`config.mk`:
```
export PLATFORM = sky130hd
export DESIGN_NAME = ex_mem_latch
export DESIGN_NICKNAME = d
export VERILOG_FILES = /design/src/rtl/ex_mem_latch.sv
export SDC_FILE = /design/constraint.sdc
export NUM_CORES = 1
export LEC_CHECK = 0
export CORE_UTILIZATION = 40
export DETAILED_ROUTE_END_ITERATION = 12
export DONT_BUFFER_PORTS = 1
export REMOVE_ABC_BUFFERS = 1
export SETUP_SLACK_MARGIN = 0.05
export SLEW_MARGIN = 0
export SYNTH_ARGS = -nofsm -noshare
export SYNTH_HDL_FRONTEND = slang
export SYNTH_SLANG_ARGS = --single-unit
```
`constraint.sdc`:
```
create_clock -name clk -period 2 [get_ports clk]
set_clock_uncertainty 0.2 [all_clocks]
set_input_delay 0.2 -clock clk [delete_from_list [all_inputs] [get_ports clk]]
set_output_delay 0.2 -clock clk [all_outputs]
set_load 0.02 [all_outputs]
```
`src/rtl/ex_mem_latch.sv`:
```
// ex_mem_latch -- EX/MEM pipeline register with a multi-cycle mod-exp path.
//
// Ordinary ALU ops (add, sub, pass) are latched into the out_* registers one
// cycle after they are presented. A mod-exp op (alu_ctrl=10) parks its
// destination, control bits and store data in holding registers. The block
// then pulses mod_rst for one cycle and waits for mod_fin. If mod_fin does
// not arrive within MOD_TIMEOUT wait cycles, the result is captured anyway
// and out_err is set.
//
// Handshake: the EX stage offers an instruction with in_valid. The
// instruction is consumed on a rising edge where stall=0. While stall=1,
// upstream must hold in_* steady. stall drops in the mod-exp completion cycle
// so upstream advances on the same edge that captures the result. out_valid
// is a one-cycle strobe per retired instruction and has no back-pressure.
//
// Ports:
//   clk, rst          clock; synchronous active-high reset
//   in_valid          EX stage holds a valid instruction
//   alu_ctrl          00 add, 01 sub, 10 mod-exp, 11 pass
//   alu_result, z     ALU result and zero flag
//   mod_fin           mod-exp unit done (level)
//   rd, reg_write, mem_read, mem_write, store_data   fields carried to MEM
//   flush             kill the in-flight instruction
//   out_*             registered MEM-stage copies; out_err = timeout capture
//   stall             combinational upstream hold request
//   mod_rst           registered restart pulse to the mod-exp unit
//   dbg_state         current FSM state (0 IDLE, 1 MOD_START, 2 MOD_WAIT)
module ex_mem_latch #(
   parameter int ARQ         = 16,
   parameter int REG         = 4,
   parameter int MOD_TIMEOUT = 255
) (
   input  logic           clk,
   input  logic           rst,
   input  logic           in_valid,
   input  logic [1:0]     alu_ctrl,
   input  logic [ARQ-1:0] alu_result,
   input  logic           z,
   input  logic           mod_fin,
   input  logic [REG-1:0] rd,
   input  logic           reg_write,
   input  logic           mem_read,
   input  logic           mem_write,
   input  logic [ARQ-1:0] store_data,
   input  logic           flush,
   output logic           out_valid,
   output logic [ARQ-1:0] out_result,
   output logic           out_z,
   output logic           out_err,
   output logic [REG-1:0] out_rd,
   output logic           out_reg_write,
   output logic           out_mem_read,
   output logic           out_mem_write,
   output logic [ARQ-1:0] out_store_data,
   output logic           stall,
   output logic           mod_rst,
   output logic [1:0]     dbg_state
);

   typedef enum logic [1:0] {
      IDLE      = 2'd0,
      MOD_START = 2'd1,
      MOD_WAIT  = 2'd2
   } state_t;

   localparam logic [1:0] OP_MODEXP = 2'b10;
   localparam logic [7:0] WCNT_LAST = 8'(MOD_TIMEOUT - 1);

   state_t         state;
   state_t         state_nx;
   logic [7:0]     wcnt;
   logic           timeout;
   logic           done;
   logic           accept_mod;

   // Held copy of the mod-exp instruction; in_* is ignored while waiting.
   logic [REG-1:0] h_rd;
   logic           h_reg_write;
   logic           h_mem_read;
   logic           h_mem_write;
   logic [ARQ-1:0] h_store_data;

   assign dbg_state = state;

   always_comb begin
      timeout    = (state == MOD_WAIT) && (wcnt == WCNT_LAST);
      done       = (state == MOD_WAIT) && (mod_fin || timeout);
      accept_mod = (state == IDLE) && in_valid && (alu_ctrl == OP_MODEXP);
      // Completion releases upstream in the same cycle the result is captured.
      stall      = !rst && (((state != IDLE) && !done) || accept_mod);
   end

   always_comb begin
      state_nx = state;
      case (state)
         IDLE:      if (accept_mod) state_nx = MOD_START;
         MOD_START: state_nx = MOD_WAIT;
         MOD_WAIT:  if (done) state_nx = IDLE;
         default:   state_nx = IDLE;
      endcase
      if (flush) state_nx = IDLE;
   end

   always_ff @(posedge clk) begin
      if (rst) state <= IDLE;
      else     state <= state_nx;
   end

   always_ff @(posedge clk) begin
      if (rst) begin
         wcnt           <= '0;
         out_valid      <= 1'b0;
         out_result     <= '0;
         out_z          <= 1'b0;
         out_err        <= 1'b0;
         out_rd         <= '0;
         out_reg_write  <= 1'b0;
         out_mem_read   <= 1'b0;
         out_mem_write  <= 1'b0;
         out_store_data <= '0;
         mod_rst        <= 1'b0;
         h_rd           <= '0;
         h_reg_write    <= 1'b0;
         h_mem_read     <= 1'b0;
         h_mem_write    <= 1'b0;
         h_store_data   <= '0;
      end else if (flush) begin
         // Flush beats any capture in the same cycle; data fields keep values.
         out_valid     <= 1'b0;
         out_reg_write <= 1'b0;
         out_mem_read  <= 1'b0;
         out_mem_write <= 1'b0;
         mod_rst       <= 1'b0;
      end else begin
         out_valid <= 1'b0;
         // High exactly for the MOD_START cycle.
         mod_rst   <= (state_nx == MOD_START);
         case (state)
            IDLE: begin
               if (in_valid) begin
                  if (alu_ctrl == OP_MODEXP) begin
                     h_rd         <= rd;
                     h_reg_write  <= reg_write;
                     h_mem_read   <= mem_read;
                     h_mem_write  <= mem_write;
                     h_store_data <= store_data;
                  end else begin
                     out_valid      <= 1'b1;
                     out_result     <= alu_result;
                     out_z          <= z;
                     out_err        <= 1'b0;
                     out_rd         <= rd;
                     out_reg_write  <= reg_write;
                     out_mem_read   <= mem_read;
                     out_mem_write  <= mem_write;
                     out_store_data <= store_data;
                  end
               end else begin
                  out_reg_write <= 1'b0;
                  out_mem_read  <= 1'b0;
                  out_mem_write <= 1'b0;
               end
            end
            MOD_START: wcnt <= '0;
            MOD_WAIT: begin
               if (done) begin
                  out_valid      <= 1'b1;
                  out_result     <= alu_result;
                  out_z          <= z;
                  // mod_fin wins a tie with the timeout.
                  out_err        <= !mod_fin;
                  out_rd         <= h_rd;
                  out_reg_write  <= h_reg_write;
                  out_mem_read   <= h_mem_read;
                  out_mem_write  <= h_mem_write;
                  out_store_data <= h_store_data;
               end else begin
                  wcnt <= wcnt + 8'd1;
               end
            end
            default: ;
         endcase
      end
   end

endmodule

```
Word level (Yosys, flattened, before mapping)
Cells that the tools add are included.
- add/sub/neg operators: 1
- eq/ne operators: 10
- mux-type cells: 42
- bitwise gates (word level): 1
- reductions and logical operators: 20
- operators with widths (cell ; count):
    16-bit 2-to-1 mux ; 6
    16-bit case mux with 2 select lines ; 2
    1-bit 2-to-1 mux ; 18
    8-bit case mux with 2 select lines ; 1
    4-bit 2-to-1 mux ; 3
    1-bit case mux with 2 select lines ; 6
    8-bit by 1-bit adder with 8-bit output (second input constant) ; 1
    8-bit equality test (second input constant) ; 1
    8-bit 2-to-1 mux ; 1
    2-bit != test (second input constant) ; 4
    4-bit case mux with 2 select lines ; 1
    1-bit logical AND ; 6
    2-bit 2-to-1 mux ; 3
    2-bit case mux with 3 select lines ; 1
    3-bit AND reduction ; 2
    2-bit nonzero test ; 3
    5-bit AND reduction ; 1
    2-bit by 1-bit equality test with 1-bit output (second input constant) ; 2
    2-bit equality test (second input constant) ; 2
    4-bit AND reduction ; 1
    1-bit logical NOT ; 3
    3-bit != test (second input constant) ; 1
    2-bit logical NOT ; 1
    1-bit logical OR ; 2
    other kinds (2) ; 2
- register bits after elaboration: 76
- input bits: 47
- output and inout port bits: 46
- word-level logic and storage cells: 91

Logic depth before layout (Yosys ltp)
- word-level depth: 8
- gate-level depth with buffers: 8
- mapped depth without buffers: 7

Worst setup path before layout
No wires, ideal clock.
- kind: register to register
- start point: reg state[1] (netlist: dbg_state[1])
- end point: reg wcnt[7]
- data arrival time: 1499 ps
- slack: 180 ps
- cell stages (with the launch flop): 6
- clock period less this slack: 1820 ps
- path through: dfxtp_1 -> nor3b_4 -> o211ai_4 -> a2111oi_4 -> xnor2_1 -> nor2_1
- cells in the longest elaborated chain, start to end: 6
- elaborated cells on any way between the ends: 9
- ends and longest elaborated chain (item ; line ; source):
    start, declared ; 69 ; state_t state;
    start signal, assigned ; 106 ; else state <= state_nx;
    2-bit equality test ; 86, 87, 138 ;
    1-bit logical AND ; 86 ; timeout = (state == MOD_WAIT) && (wcnt == WCNT_LAST);
    1-bit logical OR ; 87 ; done = (state == MOD_WAIT) && (mod_fin || timeout);
    1-bit logical AND ; 87 ;
    2-bit != test (no source line) ; -- ;
    3-bit AND reduction (no source line) ; -- ;
    end signal, assigned ; 178 ; wcnt <= wcnt + 8'd1;
    end, declared ; 71 ; logic [7:0] wcnt;
Several ways; a longest one is shown, not always the timed one.
A chain may end at the register's enable or synchronous reset.

Final worst setup path
- start point: reg state[1] (netlist: dbg_state[1])
- end point: out stall
- cells in the longest elaborated chain, start to end: 8
- elaborated cells on any way between the ends: 12
- ends and longest elaborated chain (item ; line ; source):
    2-bit equality test ; 86, 87 ;
    1-bit logical AND ; 86 ;
    1-bit logical OR ; 87 ;
    1-bit logical AND ; 87 ;
    1-bit logical NOT ; 90 ; stall = !rst && (((state != IDLE) && !done) || accept_mod);
    1-bit logical AND ; 90 ;
    1-bit logical OR (*) ; 90 ;
    1-bit logical AND (*) ; 90 ;
    end, declared ; 55 ; output logic stall,
Mark *: on every way between the ends. The rest lies on a longest branch, timed or not.

==> results by group <==
Floorplanning
  – Die Area: about 8000 sq um
  – Row cnt: 31
  – Die Width: ~90 um
  – Die Span Y: 90.2 um
  – Starting Density: a little over two fifths
  – Core ar.: 7370 sq um
  – I/O pin total: 93

Clock network
  – H-tree depth: 3
  – CTS tree: done
  – Clk root buf: clkbuf_8
  – TritonCTS Buffers: 9
  – # clock sinks: 76
  – Worst-Skew Late Latency: approximately 0.36 ns
  – Clk pin slew, worst setup/hold paths: roughly 0.080 ns
  – Clk buf depth: 2

Pwr
  – Total power: roughly 3.1 mW
  – VDD IR-drop max: roughly 0.29 mV
  – Leakage: 1.57 nW
  – Cell Pwr Density: 737 nW/um^2

Route
  – Post-Route WL: around 8 mm
  – WL/cell: between 15 and 20 um
  – DRC: 0
  – DR vias: around 2,700
  – Number of DRC markers in iteration 0: 75
  – Pre-antenna DRT Iters: 4
  – DR vias/cell: between 5 and 6
  – Post-route ant nets: 0

STA
  – Actual slew at the worst max-slew pin: 0.416 ns
  – TNS Setup: 0 ns
  – RSZ-0062 raised after global routing: true
  – Min Hold Slack: approximately 0.015 ns
  – Final Hold Violating Endpoints: 0
  – Max transition margin: 72.3%
  – Finish-stage setup viols: 0
  – Max Clk Rate: between 500 and 600 MHz
  – Tmin final: 1.96 ns
  – Slew Viols, Final: 0
  – Post-route clock period utilization: 98.0%
  – Slack of the critical path: 0.0398 ns

Critical path
  – Setup crit start kind: register
  – Worst-path maximum fanout: 7
  – Worst endpoint required time: ~1.6 ns
  – Crit path cell chain: buf_12, nor4bb_4, nor2_1, a21oi_1, buf_4
  – Worst path slowest cell: dfxtp_4
  – Critical path capture point type: primary output
  – Setup Crit Path Kind: register to primary output
  – Buf/Inv on CP: 2
  – Slowest stage delay, CP: roughly 0.38 ns
  – Cell family with most CP delay: simple AND/OR/NAND/NOR gates
  – WP data arrival: between 1.5 and 2 ns

GRT
  – Initial antenna violation count: 0
  – Met3 usage: 6.01%
  – Met1 Use GR: approximately 22%
  – Vias in the first global route: 2,532
  – GRT busiest layer: met2
  – First-pass GRT wire length: between 10 and 15 mm
  – M2 GR Usage: between 30% and 40%
  – Grt ovf: 0
  – Largest net degree at the start of global routing: 70
  – GRT Util Overall: a little under a fifth

Logic synthesis
  – Synth Area in Compound Gates: approximately 16%
  – Largest family of logic cells by synthesized area: simple AND/OR/NAND/NOR gates
  – Syn Inst Count: approximately 370
  – Mean Syn Cell Area: 8.53 sq um
  – Synth Area in Adders: 0.804%
  – Seq/Total Area, Yosys: 48.9%
  – Synth warn: 0
  – Yosys reg bits: 76
  – Syn Std Cell Area: 3110 sq um
  – Synth unique cells: 32
  – Synth Area in Simple Gates: about a fifth
  – Synth Area in XOR/XNOR: between 1.5 and 2%
  – Post-synthesis mux area share: between 7 and 8%

Finish
  – Antenna cells: 0
  – Fraction of layout cells with a size suffix above 1: between 10% and 20%
  – Layout Nets: about 470
  – Finished Core Util: between 50% and 60%
  – Area delta synth->final: 33.3%
  – Filler cell count: 679

Run
  – Max-cap viol count: 0

Min path
  – HP Class: primary input to register

Placed design
  – Final GP Congestion: roughly 0.73
  – IO Port Bufs: 0
  – Placement Setup Slack: between 0.07 and 0.08 ns
  – DP HPWL: around 4.3 mm

Run status
  – Status: complete, no violations
state kept, by name, indices dropped and copies added, names as in the netlist, 2 cells and up:
| register | flops |
|---|---|
| dbg_state | 2 |
| h_rd | 4 |
| h_store_data | 16 |
| out_rd | 4 |
| out_result | 16 |
| out_store_data | 16 |
| wcnt | 8 |
through the flow:
stage	instances	cell area (sq um)
final	522	4150
after global routing	522	4150
after CTS	512	3920
after detailed placement	450	3230
after global placement	450	3230
after floorplan	340	2990
layout by cell type, fill, tap and decap left out, types with 3 or more instances in the layout:
cell,synthesis,routed
a211oi_1,23,20
a211oi_2,0,3
a21oi_1,46,46
buf_12,0,6
buf_4,3,9
clkbuf_16,0,4
clkbuf_8,0,9
clkinvlp_4,0,4
dfxtp_1,76,73
dlygate4sd3_1,0,45
mux2i_1,23,23
nand2_1,93,93
nand2b_1,5,5
nand3_1,4,3
nor2_1,32,30
nor3_1,4,4
nor4_1,3,3
o21ai_0,5,4
xnor2_1,6,6
final timing paths:
check | start | depth (start not counted) | slack, ns | end
hold / removal | rst | 2 | 0.01 | wcnt[2]$_SDFFE_PP0P_
setup / recovery | dbg_state[1]$_SDFF_PP0_ | 5 | 0.04 | stall
setup reg to reg | wcnt[0]$_SDFFE_PP0P_ | 9 | 0.10 | out_store_data[11]$_SDFFE_PP0P_
hold reg to reg | h_store_data[12]$_SDFFE_PP0P_ | 2 | 0.26 | h_store_data[12]$_SDFFE_PP0P_
layout make-up:
class | count | area (sq um) | area share [%]
timing repair buffer | 67 | 788 | 19.0
inverter | 3 | 11.3 | 0.271
sequential | 76 | 1530 | 36.8
clock buffer | 9 | 124 | 2.99
multi-input combinational | 261 | 1520 | 36.5
clock inverter | 7 | 58.8 | 1.42
tap | 99 | 124 | 2.99
per-layer routing:
layer  routed length (um)  vias to the layer above  part of all wire [%]
met4                   97                        0                   1.2
met1                 3370                     1263                    42
met2                 3980                       64                    50
met3                  502                       12                   6.3
li1                     -                     1350                     -
met5                    0                        -                     0
kinds of logic after synthesis:
group,after synthesis
flip-flops,76
multiplexers,23
XOR/XNOR,6
AO/OA/AOI/OAI,80
buffers and inverters,28
adder cells (fa/ha/maj),2
AND/OR/NAND/NOR,150
synth_stat cells:
| cell type | n | area share [%] |
|---|---|---|
| xnor2_1 | 6 | 1.7 |
| nand4_2 | 1 | 0.40 |
| clkbuf_1 | 11 | 1.3 |
| a2111oi_4 | 1 | 0.88 |
| a31oi_1 | 1 | 0.20 |
| inv_1 | 3 | 0.36 |
| nand2_1 | 93 | 11 |
| nor3b_4 | 1 | 0.60 |
| nor2b_1 | 2 | 0.40 |
| ha_1 | 2 | 0.80 |
| mux2i_1 | 23 | 7.4 |
| nand3b_1 | 1 | 0.24 |
| dfxtp_1 | 76 | 49 |
| nand3_1 | 4 | 0.64 |
| nor4bb_1 | 1 | 0.32 |
| o21ai_0 | 5 | 0.80 |
| a211oi_1 | 23 | 5.5 |
| buf_4 | 3 | 0.72 |
| buf_2 | 10 | 1.6 |
| nand4_1 | 1 | 0.20 |
| a21oi_1 | 46 | 7.4 |
| o21a_1 | 1 | 0.24 |
| o21ai_2 | 1 | 0.28 |
| o211ai_4 | 1 | 0.68 |
| nor3_2 | 1 | 0.32 |
| o21ai_1 | 1 | 0.16 |
| nand2b_1 | 5 | 1.0 |
| nor2_1 | 32 | 3.9 |
| and3_1 | 1 | 0.20 |
| nor4_1 | 3 | 0.60 |
| nor3_1 | 4 | 0.64 |
| buf_6 | 1 | 0.36 |
where the power goes:
part	switching [mW]	internal [mW]
Combinational	0.153	0.167
Sequential	0.0898	1.57
Clock	0.617	0.464
timing repair:
action	CTS	global route
hold endpoints to repair	69	0
hold buffers	46	0
gates resized for setup	7	14
buffers inserted	0	5
pin swaps	0	10
setup endpoints to repair	1	23
gates cloned	0	5
No activity file was read; power rests on OpenSTA's default activity.
